**src/rtl/game_card_dealer.sv**
```systemverilog
// game_card_dealer: deals cards from a 52-card deck to a master and a slave player using an LFSR-driven rank draw.
module game_card_dealer #(
    parameter logic [15:0] LFSR_SEED = 16'hACE1
) (
    input  logic       clock,
    input  logic       new_Game,
    input  logic       reqMaster,
    input  logic       reqSlave,
    input  logic       finishMaster,
    input  logic       finishSlave,
    output logic [3:0] cardValue4,
    output logic       cardReadyMaster,
    output logic       cardReadySlave,
    output logic [5:0] cardsLeft,
    output logic       deckEmpty,
    output logic       busy
);
    typedef enum logic [2:0] {IDLE, DRAW, CHECK, ISSUE, EMPTY} state_t;
    state_t           state_q, state_d;
    logic [15:0]      lfsr_q;
    logic             sel_q, sel_d, last_q, last_d;
    logic [3:0]       rank_q, rank_d, val_q, val_d;
    logic [5:0]       cards_q, cards_d;
    logic [12:0][2:0] cnt_q, cnt_d;
    logic             elig_m, elig_s;
    logic [3:0]       draw, ridx;
    assign elig_m = reqMaster & ~finishMaster;
    assign elig_s = reqSlave & ~finishSlave;
    assign draw   = lfsr_q[3:0];
    assign ridx   = rank_q - 4'd1;
    always_comb begin
        state_d = state_q;
        sel_d   = sel_q;
        last_d  = last_q;
        rank_d  = rank_q;
        val_d   = val_q;
        cards_d = cards_q;
        cnt_d   = cnt_q;
        case (state_q)
            IDLE: if (elig_m || elig_s) begin
                sel_d   = (elig_m && elig_s) ? ~last_q : elig_s;
                state_d = DRAW;
            end
            DRAW: if (draw >= 4'd1 && draw <= 4'd13) begin
                rank_d  = draw;
                state_d = CHECK;
            end
            CHECK: if (cnt_q[ridx] == 3'd4) begin
                state_d = DRAW;
            end else begin
                cnt_d[ridx] = cnt_q[ridx] + 3'd1;
                cards_d     = cards_q - 6'd1;
                val_d       = (rank_q == 4'd1) ? 4'd11 : (rank_q > 4'd10) ? 4'd10 : rank_q;
                state_d     = ISSUE;
            end
            ISSUE: begin
                last_d  = sel_q;
                state_d = (cards_q == 6'd0) ? EMPTY : IDLE;
            end
            EMPTY:   state_d = EMPTY;
            default: state_d = IDLE;
        endcase
    end
    always_ff @(posedge clock or posedge new_Game) begin
        if (new_Game) begin
            state_q <= IDLE;
            lfsr_q  <= LFSR_SEED;
            sel_q   <= 1'b0;
            last_q  <= 1'b1;
            rank_q  <= 4'd0;
            val_q   <= 4'd0;
            cards_q <= 6'd52;
            cnt_q   <= '0;
        end else begin
            state_q <= state_d;
            lfsr_q  <= {lfsr_q[14:0], lfsr_q[15] ^ lfsr_q[13] ^ lfsr_q[12] ^ lfsr_q[10]};
            sel_q   <= sel_d;
            last_q  <= last_d;
            rank_q  <= rank_d;
            val_q   <= val_d;
            cards_q <= cards_d;
            cnt_q   <= cnt_d;
        end
    end
    assign cardValue4      = val_q;
    assign cardsLeft       = cards_q;
    assign deckEmpty       = (cards_q == 6'd0);
    assign busy            = (state_q == DRAW) || (state_q == CHECK) || (state_q == ISSUE);
    assign cardReadyMaster = (state_q == ISSUE) && !sel_q;
    assign cardReadySlave  = (state_q == ISSUE) && sel_q;
endmodule

```
**config.mk**
```make
export PLATFORM = sky130hd
export DESIGN_NAME = game_card_dealer
export DESIGN_NICKNAME = d
export VERILOG_FILES = /design/src/rtl/game_card_dealer.sv
export SDC_FILE = /design/constraint.sdc
export NUM_CORES = 1
export LEC_CHECK = 0
export ABC_CLOCK_PERIOD_IN_PS = 4200
export BUFFER_PORTS_ARGS = -buffer_cell sky130_fd_sc_hd__buf_4
export CAP_MARGIN = 10
export CORE_MARGIN = 2
export CORE_UTILIZATION = 50
export CTS_BUF_LIST = sky130_fd_sc_hd__clkbuf_16
export DETAILED_ROUTE_END_ITERATION = 12
export PLACE_DENSITY = 0.8
export SETUP_SLACK_MARGIN = 0.05
export SLEW_MARGIN = 10
export SYNTH_ARGS = -nofsm -noshare
export SYNTH_HDL_FRONTEND = slang
export SYNTH_SLANG_ARGS = --single-unit
export TNS_END_PERCENT = 10
```
**constraint.sdc**
```tcl
create_clock -name clock -period 4.2 [get_ports clock]
set_clock_uncertainty 0.15 [all_clocks]
set_input_delay 1.26 -clock clock [delete_from_list [all_inputs] [get_ports clock]]
set_output_delay 1.26 -clock clock [all_outputs]
set_load 0.1 [all_outputs]
```
==> metrics.md, run 1 <==
| Metric | Value |
|---|---|
| Status | `completed` |
| Worst Path Required | `4.26 ns` |
| Crit Path Category | `reg -> reg` |
| CTS Hold Buffers Added | `0` |
| Post-synth top flop | `dfrtp_1` |
| Resized cells post-CTS | `0` |
| WL final | `6.864 mm` |
| Initial cell density of the core | `50.79%` |
| Diode count | `0` |
| Dpl hpwl | `4.716 mm` |
| Fillers | `570` |
| DR WL/cell | `16.86 um` |
| Non-Filler Instances | `407` |
| Clock Latency Late Sink | `0.33 ns` |
| Root Driver | `clkbuf_16` |
| Area Growth Syn to Fin | `17.26%` |
| First DRT Iteration DRCs | `125` |
| Pin count of the biggest net entering global routing | `75` |
| Max VDD drop | `0.3036 mV` |
| Placed Cells | `391` |
| Peak Freq | `256.5 MHz` |
| Die width | `89.15 um` |
| Fraction of registers with async set/reset | `100.0%` |
| Seq cells post-synth | `74` |
| Overall Power | `1.611 mW` |
| CTS HTree Levels | `3` |
| DRC viols | `0` |
| Max-Slew Margin vs Limit | `43.16%` |
| Die height | `89.15 um` |
| Synth top area share | `42.80%` |
| Core Area | `7137 um2` |
| Synth top cells by count | `62 x dfrtp_1, 27 x mux2_1, 19 x mux2_2` |
| Cell area after synthesis | `3625 um2` |
| Sequential area share after synthesis | `51.50%` |
| Routed Antenna Nets | `0` |
| Worst Hold Class | `reg -> reg` |
| RSZ-0062 raised after global routing | `no` |
| Synth area leader | `dfrtp_1` |
| Fin nets | `319` |
| Overall Global Routing Usage | `19.10%` |
| Final Max Tran Viols | `0` |
| Crit end category | `flop` |
| Setup Buffers After CTS | `0` |
| FP Rows | `31` |
| Crit path arrival time | `3.96 ns` |
| Worst slew pin tran | `0.8466 ns` |
| Synth warnings | `0` |
| Number of flops mapped to enable cells by yosys | `0` |
| Worst-path clk slew | `0.06 ns` |
| Final total negative setup slack | `0 ns` |
| Cells after synthesis | `277` |
| Mapped Nets | `293` |
| Final hold violations | `0` |
| Setup violators final | `0` |
| Synth area leaders | `dfrtp_1 43%, dfstp_2 8.7%, mux2_1 8.4%` |
| Sink Count | `74` |
| Via count of the first global-routing pass | `2298` |
| Clock tree buffer depth | `2` |
| Shortest period the worst path allows | `3.899 ns` |
| Vias post-DR | `2226` |
| Period utilisation layout | `92.82%` |
| TritonCTS clock tree | `built` |
| Max-cap violation count | `0` |
| Layout cells sized above 1 | `34.42%` |
| Leakage | `1.987 nW` |
| # IOs | `20` |
| Port bufs | `19` |
| RD Place Congestion | `0.8926` |
| Critical Path Source Type | `flop` |
| Post-synth cell types | `52` |
| Detailed Routing Iterations Pass 1 | `4` |
| TritonCTS Buffers | `9` |
| Critical path fanouts, max | `9` |
| Antenna violations before repair | `0` |
| Die footprint | `7947 um2` |
| Grt total ovfl | `0` |
| Vias per cell | `5.469` |
| Most common cell in the netlist | `dfrtp_1` |
| First-pass GRT wire length | `11.18 mm` |
| Pwr dens | `379.1 nW/um2` |
| Synth Area per Inst | `13.09 um2` |
worst max-delay path, stage by stage (launching register included):
cell,delay [ns]
dfrtp_1,0.37
inv_1,0.17
ha_2,0.31
nand2b_1,0.18
a21boi_2,0.21
a2bb2oi_1,0.32
a31oi_1,0.09
a311o_1,0.38
a311o_1,0.32
ha_1,0.20
o31a_1,0.14
buf_4,0.21
nor3_2,0.35
mux2_2,0.38
report_power, final:
| part | internal (mW) | leakage, nW | switching (mW) |
|---|---|---|---|
| logic | 0.00657 | 0.836 | 0.0151 |
| clock network | 0.581 | 0.167 | 0.293 |
| registers | 0.715 | 0.984 | 0.000864 |
| total | 1.30 | 1.99 | 0.309 |
per-layer routing:
layer	part of all wire, %	vias up	global-route usage [%]
li1	-	1035	-
met1	45	1131	24.19
met2	50	50	31.11
met3	3.5	10	5.263
met4	1.6	0	7.734
met5	0	-	0
per-stage QoR:
step	instance area [um2]	hold WS [ns]	setup WS (ns)	util, %
floorplan	3630	0.1812	0.1033	-
global placement	3904	0.1857	0.4099	54.70
detailed placement	3904	0.1910	0.3029	54.70
CTS	4248	0.2043	0.2621	59.52
global route	4250	0.2011	0.06470	59.55
finish	4250	0.1991	0.3015	59.55
sequential cells by signal, summed over array words and instances (netlist names):
signal / flops
cardValue4: 4
rank_q: 4
sel_q: 1
lfsr_q: 16
cardsLeft: 6
state_q: 3
last_q: 1
cnt_q: 39
layout by cell type, fill, tap and decap left out, types with 2 or more instances in the layout:
| cell | n |
|---|---|
| nor2_1 | 13 |
| a2111oi_0 | 2 |
| mux4_2 | 7 |
| a21oi_1 | 5 |
| mux2i_1 | 3 |
| o22ai_1 | 2 |
| inv_2 | 2 |
| nor3_4 | 6 |
| a311o_1 | 2 |
| nor2b_1 | 11 |
| nand2b_1 | 4 |
| nand2_1 | 14 |
| buf_4 | 28 |
| mux2_1 | 27 |
| nor3b_1 | 2 |
| dfstp_2 | 12 |
| bufinv_16 | 3 |
| xnor2_1 | 5 |
| mux2_2 | 19 |
| nor4_1 | 2 |
| a31oi_1 | 2 |
| clkbuf_16 | 9 |
| nor3_1 | 5 |
| inv_1 | 11 |
| ha_1 | 9 |
| dfrtp_1 | 62 |
| nor3_2 | 8 |
| nand3_1 | 2 |
| xor2_1 | 5 |
area by class of cell:
| cell class | count | area [um2] | area share [%] |
|---|---|---|---|
| Inverter | 12 | 45.04 | 1.060 |
| Sequential cell | 74 | 1867 | 43.92 |
| Multi-Input combinational cell | 177 | 1640 | 38.59 |
| Tap cell | 99 | 123.9 | 2.914 |
| Clock inverter | 7 | 118.9 | 2.797 |
| Clock buffer | 9 | 225.2 | 5.299 |
| Timing Repair Buffer | 29 | 230.2 | 5.417 |
worst paths after layout:
path | end | slack, ns | cells past startpoint | start
worst max-delay path | cnt_q[32] | 0.30 | 13 | rank_q[0]
worst min-delay path | lfsr_q[9] | 0.20 | 0 | lfsr_q[8]
worst max register to register | cnt_q[32] | 0.30 | 13 | rank_q[0]
worst min register to register | lfsr_q[9] | 0.20 | 0 | lfsr_q[8]
max in group asynchronous | cardsLeft[2] | 2.69 | 3 | new_Game
min in group asynchronous | lfsr_q[4] | 0.84 | 3 | new_Game
cell families (layout without fill, tap and decap cells):
logic type,Yosys count,after routing,share of synthesized area [%]
buf+inv,26,57,3.452
xor+xnor,10,10,2.416
flops,74,74,51.50
fa+ha+maj,10,10,3.452
mux,56,56,19.47
simple gates,73,73,13.01
compound gates,28,28,6.697
Note: power is estimated with default switching activity, not from simulation.
==> run 2, diff against run 1 <==
--- a/config.mk
+++ b/config.mk
@@ -13,6 +13,7 @@
 export CTS_BUF_LIST = sky130_fd_sc_hd__clkbuf_16
 export DETAILED_ROUTE_END_ITERATION = 12
 export PLACE_DENSITY = 0.8
+export RECOVER_POWER = 25
 export SETUP_SLACK_MARGIN = 0.05
 export SLEW_MARGIN = 10
 export SYNTH_ARGS = -nofsm -noshare
==> metrics.md, run 2 (synthesis gave the netlist of run 1 again) <==
| Metric | Value |
|---|---|
| CP max stage delay | `0.38 ns` |
| Shortest period the worst path allows | `3.894 ns` |
| Worst Path Required | `4.26 ns` |
| RSZ-0062 raised after global routing | `no` |
| CTS HTree Levels | `3` |
| Commonest non-fill, non-tap cell in the layout | `dfrtp_1` |
| Period utilisation layout | `92.71%` |
| Reg-to-Reg End | `cnt_q[32]` |
| First DRT Iteration DRCs | `94` |
| Crit Path Category | `reg -> reg` |
| Status | `finished with violations` |
| Hold EP | `lfsr_q[9]` |
| Biggest register | `cnt_q` |
| Crit path arrival time | `3.96 ns` |
| Diode count | `0` |
| Port bufs | `19` |
| Worst setup margin | `0.3063 ns` |
| Final hold violations | `0` |
| Die footprint | `7947 um2` |
| Detailed Routing Iterations Pass 1 | `4` |
| DRC viols | `0` |
| Via count of the first global-routing pass | `2298` |
| Final Max Tran Viols | `75` |
| Worst slew pin tran | `1.753 ns` |
| CP startpoint | `rank_q[0]` |
| Core Area | `7137 um2` |
| Clock Latency Late Sink | `0.34 ns` |
| Critical Path Source Type | `flop` |
| Sink Count | `74` |
| Final total negative setup slack | `0 ns` |
| Die width | `89.15 um` |
| DR WL/cell | `16.90 um` |
| Grt total ovfl | `0` |
| Worst Hold Class | `reg -> reg` |
| Hold Slack | `0.1987 ns` |
| Fin nets | `319` |
| Failing checks | `capacitance limit, slew limit` |
| Most frequent CP cell | `a311o_1` |
| Crit end category | `flop` |
| Antenna violations before repair | `0` |
| Initial cell density of the core | `50.79%` |
| Worst slack, placed | `0.3029 ns` |
| Clock tree buffer depth | `2` |
| Hold depth | `0` |
| First-pass GRT wire length | `11.18 mm` |
| Leakage | `1.984 nW` |
| R2R Path Start | `rank_q[0]` |
| RD Place Congestion | `0.8926` |
| Register-to-register setup slack | `0.31 ns` |
| Vias per cell | `5.491` |
| TritonCTS Buffers | `9` |
| # IOs | `20` |
| Dpl hpwl | `4.716 mm` |
| Pwr dens | `379.8 nW/um2` |
| Vias post-DR | `2235` |
| Max-Slew Margin vs Limit | `-16.86%` |
| Placed Cells | `391` |
| Die height | `89.15 um` |
| Pin count of the biggest net entering global routing | `75` |
| Layout cells sized above 1 | `33.12%` |
| FP Rows | `31` |
| WL final | `6.877 mm` |
| Critical path fanouts, max | `9` |
| Setup violators final | `0` |
| Non-Filler Instances | `407` |
| Peak Freq | `256.8 MHz` |
| CTS Hold Buffers Added | `0` |
| Crit-path cells | `inv_1 -> ha_2 -> nand2b_1 -> a21boi_2 -> a2bb2oi_1 -> a31oi_1 -> a311o_1 -> a311o_1 -> ha_1 -> o31a_1 -> buf_4 -> nor3_2 -> mux2_2` |
| Worst r2r path cells | `13` |
| Max VDD drop | `0.3033 mV` |
| Fillers | `571` |
| Final Util | `59.34%` |
| TritonCTS clock tree | `built` |
| Max reg flops | `39` |
| Area Growth Syn to Fin | `16.84%` |
| Max-cap violation count | `1` |
| Root Driver | `clkbuf_16` |
| Overall Global Routing Usage | `19.10%` |
| CP top delay family | `compound AO/OA/AOI/OAI gates` |
| Worst-path clk slew | `0.06 ns` |
| Most frequent cells in the layout | `62 x dfrtp_1, 27 x mux2_1, 27 x buf_4, 19 x mux2_2, 14 x nand2_1` |
| Routed Antenna Nets | `0` |
| Hold path start | `lfsr_q[8]` |
| CP Buf/Inv Count | `2` |
| CP max stage cell | `a311o_1` |
run 2: changes by cell type in the layout (fill, tap and decap cells not counted), sizes merged:
cell,delta
buf,-2
clkbuf,+2
run 2: worst max path at each step:
stage | endpoint | slack (ns) | depth (start not counted)
global route | cnt_q[32] | 0.06 | 9
detailed placement | cnt_q[32] | 0.30 | 13
global placement | cnt_q[29] | 0.41 | 13
floorplan | cnt_q[0] | 0.10 | 18
CTS | cnt_q[32] | 0.26 | 13
finish | cnt_q[32] | 0.31 | 13
run 2: area by class of cell:
type	instances	area, um2	area share, %
Sequential cell	74	1867	44.08
Clock buffer	9	225.2	5.318
Multi-Input combinational cell	177	1640	38.73
Inverter	12	45.04	1.064
Timing Repair Buffer	29	215.2	5.081
Clock inverter	7	118.9	2.807
Tap cell	99	123.9	2.925
run 2: per-layer routing:
metal  vias up  part of all wire [%]  track usage, %
met5         -                     0               0
met4         0                   1.8           7.734
met3        12                   3.6           5.263
met2        47                    50           31.11
met1      1142                    44           24.19
li1       1034                     -               -
run 2: timing repair:
| item | in CTS | in global routing |
|---|---|---|
| resized for setup | 0 | 1 |
| buffers inserted | 0 | 0 |
| endpoints found under the setup margin | 0 | 22 |
run 2: worst register-to-register path, stage by stage (launching register included):
cell       delay, ns
dfrtp_1         0.37
inv_1           0.17
ha_2            0.31
nand2b_1        0.18
a21boi_2        0.21
a2bb2oi_1       0.32
a31oi_1         0.08
a311o_1         0.38
a311o_1         0.32
ha_1            0.20
o31a_1          0.15
buf_4           0.21
nor3_2          0.35
mux2_2          0.38
run 2: report_power, final:
| group | internal, mW | switching (mW) | total, mW |
|---|---|---|---|
| Clock | 0.581 | 0.293 | 0.873 |
| Sequential | 0.715 | 0.000865 | 0.716 |
| Combinational | 0.00478 | 0.0146 | 0.0194 |
run 2: per-stage QoR:
step	instance area [um2]	total power, mW
floorplan	3630	0.7410
global placement	3904	0.7506
detailed placement	3904	0.7511
CTS	4248	1.629
global route	4235	1.664
finish	4235	1.608
==> run 3, diff against run 2 <==
--- a/config.mk
+++ b/config.mk
@@ -12,6 +12,7 @@
 export CORE_UTILIZATION = 50
 export CTS_BUF_LIST = sky130_fd_sc_hd__clkbuf_16
 export DETAILED_ROUTE_END_ITERATION = 12
+export GPL_TIMING_DRIVEN = 0
 export PLACE_DENSITY = 0.8
 export RECOVER_POWER = 25
 export SETUP_SLACK_MARGIN = 0.05
==> metrics.md, run 3 (synthesis gave the netlist of run 1 again) <==
| Metric | Value |
|---|---|
| Crit-path cells | `inv_1 -> ha_2 -> buf_4 -> nand2b_4 -> a21boi_4 -> a2bb2oi_2 -> a31oi_1 -> a311o_1 -> a311o_1 -> buf_6 -> ha_1 -> o31a_1 -> buf_6 -> buf_12 -> nor3_4 -> mux2_4` |
| Failing checks | `capacitance limit, slew limit` |
| Hold depth | `0` |
| Die height | `89.15 um` |
| Max VDD drop | `0.2995 mV` |
| First DRT Iteration DRCs | `116` |
| Vias post-DR | `2306` |
| WL final | `7.323 mm` |
| Biggest register | `cnt_q` |
| Via count of the first global-routing pass | `2315` |
| Hold path start | `lfsr_q[8]` |
| Worst setup margin | `0.1174 ns` |
| Root Driver | `clkbuf_16` |
| Die width | `89.15 um` |
| Critical path fanouts, max | `10` |
| Register-to-register setup slack | `0.12 ns` |
| Leakage | `2.066 nW` |
| Worst-path clk slew | `0.06 ns` |
| Hold EP | `lfsr_q[9]` |
| Commonest non-fill, non-tap cell in the layout | `dfrtp_1` |
| Final Util | `61.55%` |
| DR WL/cell | `17.19 um` |
| # IOs | `20` |
| Overall Global Routing Usage | `19.10%` |
| Clock Latency Late Sink | `0.33 ns` |
| Most frequent cells in the layout | `61 x dfrtp_1, 32 x buf_4, 24 x mux2_1, 17 x mux2_2, 14 x nand2_1` |
| Die footprint | `7947 um2` |
| Layout cells sized above 1 | `38.53%` |
| Sink Count | `74` |
| Placed Area | `3926 um2` |
| TritonCTS clock tree | `built` |
| Routed Antenna Nets | `0` |
| CP max stage cell | `dfrtp_2` |
| Worst r2r path cells | `16` |
| CTS HTree Levels | `3` |
| Crit Path Category | `reg -> reg` |
| Final total negative setup slack | `0 ns` |
| Detailed Routing Iterations Pass 1 | `4` |
| Worst slack, placed | `-0.6339 ns` |
| Worst Path Required | `4.27 ns` |
| Max reg flops | `39` |
| Grt total ovfl | `0` |
| Pin count of the biggest net entering global routing | `70` |
| Dpl hpwl | `4.648 mm` |
| Setup violators final | `0` |
| Status | `finished with violations` |
| Area Growth Syn to Fin | `21.19%` |
| FP Rows | `31` |
| Final Max Tran Viols | `70` |
| Worst Hold Class | `reg -> reg` |
| Clock tree buffer depth | `2` |
| Initial cell density of the core | `50.79%` |
| DRC viols | `0` |
| Max-Slew Margin vs Limit | `-10.47%` |
| TritonCTS Buffers | `9` |
| Shortest period the worst path allows | `4.083 ns` |
| Antenna violations before repair | `0` |
| Reg-to-Reg End | `cnt_q[14]` |
| Overall Power | `1.486 mW` |
| Worst slew pin tran | `1.657 ns` |
| Pwr dens | `338.3 nW/um2` |
| Port bufs | `19` |
| Diode count | `0` |
| RD Place Congestion | `0.8472` |
| Max-cap violation count | `1` |
| R2R Path Start | `rank_q[1]` |
| Final hold violations | `0` |
| Vias per cell | `5.413` |
| Peak Freq | `244.9 MHz` |
| Fin area | `4393 um2` |
| Fillers | `542` |
| Core Area | `7137 um2` |
| Period utilisation layout | `97.20%` |
| Critical Path Source Type | `flop` |
| Fin nets | `338` |
| CP max stage delay | `0.49 ns` |
| Crit end category | `flop` |
| Crit path arrival time | `4.15 ns` |
| First-pass GRT wire length | `11.16 mm` |
-- run 3: cell types whose count changed in the layout (fill, tap and decap cells not counted), moves of 3 or more --
cell,delta
buf_2,+3
buf_4,+5
buf_6,+3
clkbuf_1,+4
inv_1,-3
mux2_1,-3
mux2_4,+5
-- run 3: how the worst max path moves through the flow --
stage                     startpoint   endpoint  depth (start not counted)
after floorplan            rank_q[0]   cnt_q[0]                         18
after global placement     rank_q[0]   cnt_q[9]                         16
after detailed placement   rank_q[0]  cnt_q[10]                         16
after CTS                  rank_q[0]  cnt_q[10]                         18
after global routing       rank_q[1]  cnt_q[12]                         16
final                      rank_q[1]  cnt_q[14]                         16
-- run 3: critical path, delay by kind of cell, from the launching register on --
kind / cells / cell delay [ns]
AO/OA/AOI/OAI: 6 / 1.28
adder cells (fa/ha/maj): 2 / 0.41
buffers and inverters: 5 / 0.83
flip-flops: 1 / 0.49
multiplexers: 1 / 0.33
AND/OR/NAND/NOR: 2 / 0.46
-- run 3: per-stage QoR --
step,hold WS (ns),std cells
finish,0.1986,426
global route,0.2073,426
CTS,0.2003,421
detailed placement,0.1922,396
global placement,0.1854,395
floorplan,0.1812,277
-- run 3: area by class of cell --
cell class / count / area, um2 / share of cell area (%)
clock inverter: 7 / 68.82 / 1.567
timing repair buffer: 34 / 250.2 / 5.696
multi-input combinational: 177 / 1689 / 38.45
sequential: 74 / 1868 / 42.52
inverter: 12 / 50.05 / 1.139
clock buffer: 9 / 225.2 / 5.127
tap: 99 / 123.9 / 2.820
buffer: 14 / 117.6 / 2.677
-- run 3: timing repair --
action	CTS	global route
hold buffers	0	0
buffers inserted	9	4
gates cloned	0	1
pin swaps	5	4
endpoints found under the setup margin	50	34
resized for setup	9	17
-- run 3: per-layer routing --
layer	share of wire (%)	vias up	global-route usage, %
met5	0	-	0
met1	43	1166	24.03
met4	1.4	0	7.463
met3	4.1	11	4.801
met2	51	56	31.78
li1	-	1073	-
-- run 3: power breakdown --
group	leakage, nW	switching [mW]	internal [mW]
Clock	0.143	0.292	0.458
Sequential	0.983	0.000929	0.715
Combinational	0.940	0.0149	0.00480
